**src/rtl/mc_controller_pkg.sv**
```systemverilog
// Shared definitions for the multicycle MIPS control unit:
// FSM states, opcode/funct constants, ALU codes and mux select encodings.
package mc_controller_pkg;

    typedef enum logic [3:0] {
        FETCH   = 4'd0,
        DECODE  = 4'd1,
        MEMADR  = 4'd2,
        MEMRD   = 4'd3,
        MEMWB   = 4'd4,
        MEMWR   = 4'd5,
        RTYPEEX = 4'd6,
        RTYPEWB = 4'd7,
        BEQEX   = 4'd8,
        ADDIEX  = 4'd9,
        ADDIWB  = 4'd10,
        JEX     = 4'd11
    } state_t;

    localparam logic [5:0] OP_RTYPE = 6'b000000;
    localparam logic [5:0] OP_LW    = 6'b100011;
    localparam logic [5:0] OP_SW    = 6'b101011;
    localparam logic [5:0] OP_BEQ   = 6'b000100;
    localparam logic [5:0] OP_ADDI  = 6'b001000;
    localparam logic [5:0] OP_J     = 6'b000010;

    localparam logic [5:0] FN_ADD = 6'b100000;
    localparam logic [5:0] FN_SUB = 6'b100010;
    localparam logic [5:0] FN_AND = 6'b100100;
    localparam logic [5:0] FN_OR  = 6'b100101;
    localparam logic [5:0] FN_SLT = 6'b101010;

    localparam logic [2:0] ALU_ADD = 3'b010;
    localparam logic [2:0] ALU_SUB = 3'b110;
    localparam logic [2:0] ALU_AND = 3'b000;
    localparam logic [2:0] ALU_OR  = 3'b001;
    localparam logic [2:0] ALU_SLT = 3'b111;

    localparam logic [1:0] ALUOP_ADD   = 2'b00;
    localparam logic [1:0] ALUOP_SUB   = 2'b01;
    localparam logic [1:0] ALUOP_FUNCT = 2'b10;

    localparam logic [1:0] ALUSRCB_REGB  = 2'b00;
    localparam logic [1:0] ALUSRCB_FOUR  = 2'b01;
    localparam logic [1:0] ALUSRCB_IMM   = 2'b10;
    localparam logic [1:0] ALUSRCB_IMMSH = 2'b11;

    localparam logic [1:0] PCSRC_ALU    = 2'b00;
    localparam logic [1:0] PCSRC_ALUOUT = 2'b01;
    localparam logic [1:0] PCSRC_JUMP   = 2'b10;

endpackage

```
**src/rtl/mc_controller_aludec.sv**
```systemverilog
// ALU decoder: maps aluop (from the FSM) and funct (from the IR) to alucontrol.
// Ports: aluop in, funct in, alucontrol out. Purely combinational.
module mc_aludec
    import mc_controller_pkg::*;
#(
    parameter int FNWIDTH = 6,
    parameter int ACWIDTH = 3
) (
    input  logic [1:0]         aluop,
    input  logic [FNWIDTH-1:0] funct,
    output logic [ACWIDTH-1:0] alucontrol
);

    always_comb begin
        alucontrol = ALU_ADD;
        case (aluop)
            ALUOP_SUB: alucontrol = ALU_SUB;
            ALUOP_FUNCT: begin
                case (funct)
                    FN_ADD:  alucontrol = ALU_ADD;
                    FN_SUB:  alucontrol = ALU_SUB;
                    FN_AND:  alucontrol = ALU_AND;
                    FN_OR:   alucontrol = ALU_OR;
                    FN_SLT:  alucontrol = ALU_SLT;
                    // unknown funct still writes back an add result
                    default: alucontrol = ALU_ADD;
                endcase
            end
            default: alucontrol = ALU_ADD;
        endcase
    end

endmodule

```
**src/rtl/mc_controller.sv**
```systemverilog
// Multicycle MIPS control unit: Moore FSM driving the shared-memory/shared-ALU datapath.
// Ports: clk, reset (async, active-high), op, funct, zero in; mux selects, strobes,
// alucontrol, pcen and the illegal-opcode pulse out.
module mc_controller
    import mc_controller_pkg::*;
#(
    parameter int OPWIDTH = 6,
    parameter int FNWIDTH = 6,
    parameter int ACWIDTH = 3
) (
    input  logic               clk,
    input  logic               reset,
    input  logic [OPWIDTH-1:0] op,
    input  logic [FNWIDTH-1:0] funct,
    input  logic               zero,
    output logic               iord,
    output logic               memwrite,
    output logic               irwrite,
    output logic               regdst,
    output logic               memtoreg,
    output logic               regwrite,
    output logic               alusrca,
    output logic [1:0]         alusrcb,
    output logic [1:0]         pcsrc,
    output logic [ACWIDTH-1:0] alucontrol,
    output logic               pcen,
    output logic               illegal
);

    state_t     state_q;
    state_t     state_d;
    logic [1:0] aluop;
    logic       mw;
    logic       irw;
    logic       rw;
    logic       pcw;
    logic       br;
    logic       ill;

    always_ff @(posedge clk or posedge reset) begin
        if (reset)
            state_q <= FETCH;
        else
            state_q <= state_d;
    end

    always_comb begin
        state_d  = FETCH;
        iord     = 1'b0;
        regdst   = 1'b0;
        memtoreg = 1'b0;
        alusrca  = 1'b0;
        alusrcb  = ALUSRCB_REGB;
        pcsrc    = PCSRC_ALU;
        aluop    = ALUOP_ADD;
        mw       = 1'b0;
        irw      = 1'b0;
        rw       = 1'b0;
        pcw      = 1'b0;
        br       = 1'b0;
        ill      = 1'b0;
        case (state_q)
            FETCH: begin
                alusrcb = ALUSRCB_FOUR;
                irw     = 1'b1;
                pcw     = 1'b1;
                state_d = DECODE;
            end
            DECODE: begin
                alusrcb = ALUSRCB_IMMSH;
                case (op)
                    OP_LW, OP_SW: state_d = MEMADR;
                    OP_RTYPE:     state_d = RTYPEEX;
                    OP_BEQ:       state_d = BEQEX;
                    OP_ADDI:      state_d = ADDIEX;
                    OP_J:         state_d = JEX;
                    default: begin
                        ill     = 1'b1;
                        state_d = FETCH;
                    end
                endcase
            end
            MEMADR: begin
                alusrca = 1'b1;
                alusrcb = ALUSRCB_IMM;
                state_d = (op == OP_SW) ? MEMWR : MEMRD;
            end
            MEMRD: begin
                iord    = 1'b1;
                state_d = MEMWB;
            end
            MEMWB: begin
                memtoreg = 1'b1;
                rw       = 1'b1;
            end
            MEMWR: begin
                iord = 1'b1;
                mw   = 1'b1;
            end
            RTYPEEX: begin
                alusrca = 1'b1;
                aluop   = ALUOP_FUNCT;
                state_d = RTYPEWB;
            end
            RTYPEWB: begin
                regdst = 1'b1;
                rw     = 1'b1;
            end
            BEQEX: begin
                alusrca = 1'b1;
                aluop   = ALUOP_SUB;
                pcsrc   = PCSRC_ALUOUT;
                br      = 1'b1;
            end
            ADDIEX: begin
                alusrca = 1'b1;
                alusrcb = ALUSRCB_IMM;
                state_d = ADDIWB;
            end
            ADDIWB: rw = 1'b1;
            JEX: begin
                pcsrc = PCSRC_JUMP;
                pcw   = 1'b1;
            end
            default: state_d = FETCH;
        endcase
    end

    // strobes are masked by reset so an aborted instruction cannot write anything
    assign memwrite = mw & ~reset;
    assign irwrite  = irw & ~reset;
    assign regwrite = rw & ~reset;
    assign illegal  = ill & ~reset;
    assign pcen     = (pcw | (br & zero)) & ~reset;

    mc_aludec #(
        .FNWIDTH(FNWIDTH),
        .ACWIDTH(ACWIDTH)
    ) u_aludec (
        .aluop     (aluop),
        .funct     (funct),
        .alucontrol(alucontrol)
    );

endmodule

```
**config.mk**
```make
export PLATFORM = sky130hd
export DESIGN_NAME = mc_controller
export DESIGN_NICKNAME = d
export VERILOG_FILES = /design/src/rtl/mc_controller_pkg.sv /design/src/rtl/mc_controller_aludec.sv /design/src/rtl/mc_controller.sv
export SDC_FILE = /design/constraint.sdc
export NUM_CORES = 1
export LEC_CHECK = 0
export BUFFER_PORTS_ARGS = -buffer_cell sky130_fd_sc_hd__buf_2
export CORE_MARGIN = 2
export CORE_UTILIZATION = 39
export CTS_CLUSTER_DIAMETER = 80
export DETAILED_ROUTE_END_ITERATION = 8
export PLACE_DENSITY = 0.74
export SYNTH_ARGS = -nofsm -noshare
export SYNTH_HDL_FRONTEND = slang
export SYNTH_HIERARCHICAL = 1
export SYNTH_SLANG_ARGS = --single-unit
```
**constraint.sdc**
```tcl
create_clock -name clk -period 1.8 [get_ports clk]
set_input_delay 0.18 -clock clk [delete_from_list [all_inputs] [get_ports clk]]
set_output_delay 0.18 -clock clk [all_outputs]
set_load 0.005 [all_outputs]
```
==> reports/summary.log <==
[pwr] Sw Share 43.7%
[routing] wirelength, routed 1830 um
[floorplan] die extent in x 42.3 um
[min_path] Hold Path End state_q[0]
[routing] DR DRC count 0
[routing] highest metal layer with signal wires met4
[pwr] Net Switching 0.000379 W
[sta] post-route worst setup slack -183 ps
[min_path] class of the worst hold path input port to flip-flop
[sta] count of final setup violators 3
[routing] vias per cell 5.70
[global_routing] vias in the first global route 699
[floorplan] Core Rows 13
[global_routing] first-pass GRT wire length 2760 um
[sta] share of the cycle needed by the critical path after routing 110%
[critical_path] worst-case reg-to-reg path depth 5
[critical_path] delay of the slowest critical-path stage 400 ps
[critical_path] Data required, critical path 1620 ps
[pwr] total design power 0.000869 W
[placement] Placed Cells 132
[final_layout] number of inserted filler cells in the final layout 104
[critical_path] cell-by-cell listing of the critical path or2_1 > nor2_2 > inv_2 > ha_4 > nand4bb_4 > o22ai_2 > buf_2
[sta] Post-Route Setup TNS -440 ps
[synth] cell type contributing the most total cell area after synthesis sky130_fd_sc_hd__dfrtp_1
[sta] count of pins over their slew limit 0
[routing] number of DRC markers in iteration 0 23
[placement] sum of net half-perimeters after detailed placement 1240 um
[outcome] violations in the final reports setup timing
[sta] setup repair after global routing missed its margin true
[cts] CTS Root Buffer Type sky130_fd_sc_hd__clkbuf_4
[synth] leading cell type by number of instances after synthesis sky130_fd_sc_hd__nor2_1
[floorplan] initial cell density of the core 43.0%
[floorplan] core region area 0.00133 mm^2
[pwr] Seq pwr share 15.9%
[final_layout] most flop-heavy register state_q
[synth] gate count of the mapped netlist 82
[critical_path] kind of launch point of the worst setup path flip-flop
[sta] worst relative slew slack 80.2%
[final_layout] Finished Layout Cells 140
[synth] summed instance area of the synthesized netlist 573 um^2
[pwr] leakage power total 0.421 nW
[critical_path] type of element capturing the critical path primary output
[pwr] total power density per cell area 950 mW/mm^2
[critical_path] timing startpoint of the critical path state_q[0]
[cts] clock tree from TritonCTS yes
[global_routing] overflow left after global routing 0
[routing] Pre-antenna DRT Iters 4
[final_layout] Synth-to-Final Area Change 59.6%
[synth] post-synth top area share 17.5%
[global_routing] Tot GR Track Use 19.5%
[final_layout] number of nets in the finished design 144
[synth] Ys Warns 6
[final_layout] flip-flop and latch area 100 um^2
[critical_path] R2R Path End state_q[2]
[min_path] hold depth 4
[synth] Mapped Nets 99
[final_layout] Diodes inserted 0
[sta] transition time at the pin with the least slew margin 294 ps
[final_layout] share of layout cells above drive strength 1 48.8%
[critical_path] maximum net fanout on the critical path 4
[routing] total via count after detailed routing 798
[routing] post-detailed-route wirelength per cell 13.1 um
[synth] most instantiated cells after synthesis sky130_fd_sc_hd__nor2_1 (13), sky130_fd_sc_hd__inv_1 (7), sky130_fd_sc_hd__nor3_1 (7), sky130_fd_sc_hd__nand2_1 (5)
[synth] number of enable-type register cells in the synthesized netlist 0
[synth] Mean Syn Cell Area 6.99 um^2
[sta] final period demand of the worst path 1980 ps
[cts] source-to-sink clock delay at the later pin of the worst-skew pair 240 ps
[floorplan] overall die area 0.00179 mm^2
[routing] post-route antenna net violation count 0
[routing] Met1 Wirelength 695 um
[sta] number of hold violations in the final report 0
[critical_path] arrival time of data at the critical path endpoint 1800 ps
[global_routing] initial antenna violation count 0
[critical_path] Critical-path top delay cell sky130_fd_sc_hd__dfrtp_1
[synth] share of async-settable or async-resettable flops after synthesis 100%
[synth] biggest area contributors in the synthesized netlist sky130_fd_sc_hd__dfrtp_1 (17%), sky130_fd_sc_hd__nor2_1 (8.5%), sky130_fd_sc_hd__nor3_1 (6.1%)
[placement] RePlAce Congestion 0.901
[cts] CTS max path bufs 2
[synth] share of the yosys chip area belonging to registers 17.5%
[cts] TritonCTS sink count 4
[routing] detailed-routed wire length on met2 982 um
[sta] Setup Skew 7.24 ps
[placement] post-place setup slack -17.4 ps
[min_path] hold path startpoint op[4]
[pwr] combinational fraction of design power 70.7%
[synth] synthesized flop and latch total 4
[final_layout] Multi-input gate area 482 um^2
[synth] most frequently used flop master after synthesis sky130_fd_sc_hd__dfrtp_1
[final_layout] flip-flop count of the largest register after layout 4
[critical_path] kind of critical path flip-flop to primary output
[floorplan] number of ports placed on the die boundary 31
[final_layout] Post-Route Utilization 68.6%
[flow_run] count of maximum capacitance violations 0
[cts] CTS HTree Levels 1
[final_layout] top flop regs state_q: 4 flops
[pwr] maximum vdd drop 0.000576 V
[floorplan] y dimension of the die 42.3 um
[cts] Clock Pin Slew Worst Setup and Hold Paths 40 ps
[pwr] share of total power in the clock network 13.5%
[synth] number of distinct standard cells referenced by the synthesized netlist 33
[critical_path] setup slack of the most critical reg-to-reg path 490 ps
[global_routing] pin count of the biggest net entering global routing 12
[placement] number of buffer cells added on primary ports 30
[pwr] internal power contribution 0.000490 W
[outcome] run status finished, violations left
[cts] total CTS buffers 3
[routing] wire length on met3 120 um
[sta] fmax 504 MHz
[critical_path] worst flop-to-flop path startpoint state_q[0]
==> repair_timing <==
action / 4_1_cts / 5_1_grt
hold buffers: 1 / 0
endpoints found under the hold margin: 4 / 0
pin swaps: 6 / 5
endpoints found under the setup margin: 3 / 5
cloned: 0 / 0
resized for setup: 6 / 6
buffers inserted: 3 / 3
==> kinds of logic (layout without fill, tap and decap cells) <==
logic type                 after synthesis  count (layout)  synth area share, %
AOI/OAI and AO/OA                       17              17                 20.1
DFF                                      4               4                 17.5
and+or+nand+nor                         43              43                 43.2
buffers and inverters                   13              56                 10.3
adders and majority gates                2               2                 4.37
xor gates and xnor gates                 3               3                 4.59
==> cell usage in the layout (no fill, tap or decap), drive strengths merged, types with 2 or more instances in the layout <==
master / n
a21oi: 4
a31oi: 4
buf: 43
clkbuf: 3
dfrtp: 4
ha: 2
inv: 9
nand2: 5
nand2b: 5
nand3: 3
nand4bb: 3
nor2: 13
nor3: 7
nor4b: 2
o21ai: 2
xnor2: 2
==> area by class of cell <==
cell class | instances | area share, %
flip-flops and latches | 4 | 10.9
clock buffers | 3 | 2.46
well taps | 15 | 2.05
inverters | 9 | 3.69
multi-input cells | 65 | 52.7
repair buffers | 44 | 28.2
==> metal layers <==
| metal | vias to the layer above | global-route usage, % |
|---|---|---|
| met1 | 371 | 21.8 |
| met3 | 4 | 1.72 |
| met4 | 0 | 11.9 |
| li1 | 384 | - |
| met2 | 39 | 35.1 |
| met5 | - | 0 |
==> worst max-delay path: cells and delay by family, from the launching register on <==
kind	cells	cell delay (ps)
flip-flops	1	400
buffers and inverters	2	200
adder cells (fa/ha/maj)	1	230
AO/OA/AOI/OAI	1	120
AND/OR/NAND/NOR	3	610
==> metrics by stage <==
step / hold slack (ps) / cell area [um^2]
after global placement: 118 / 785
after global routing: 336 / 915
after detailed placement: 125 / 785
after CTS: 298 / 870
final: 298 / 915
after floorplan: -53.9 / 573
==> power by group through the flow <==
stage          registers [W]  logic [W]  clock network (W)
2_1_floorplan       0.000127   0.000322                  0
3_3_place_gp        0.000134   0.000534                  0
3_5_place_dp        0.000136   0.000538                  0
4_1_cts             0.000135   0.000577           0.000117
5_1_grt             0.000139   0.000681           0.000119
6_report            0.000138   0.000614           0.000117
==> worst max path at each step <==
stage                    endpoint  depth (start not counted)
floorplan           alucontrol[0]                          7
finish              alucontrol[2]                          7
global route        alucontrol[2]                          7
global placement    alucontrol[2]                          7
CTS                 alucontrol[0]                          7
detailed placement  alucontrol[0]                          7
No activity file was read; power rests on OpenSTA's default activity.
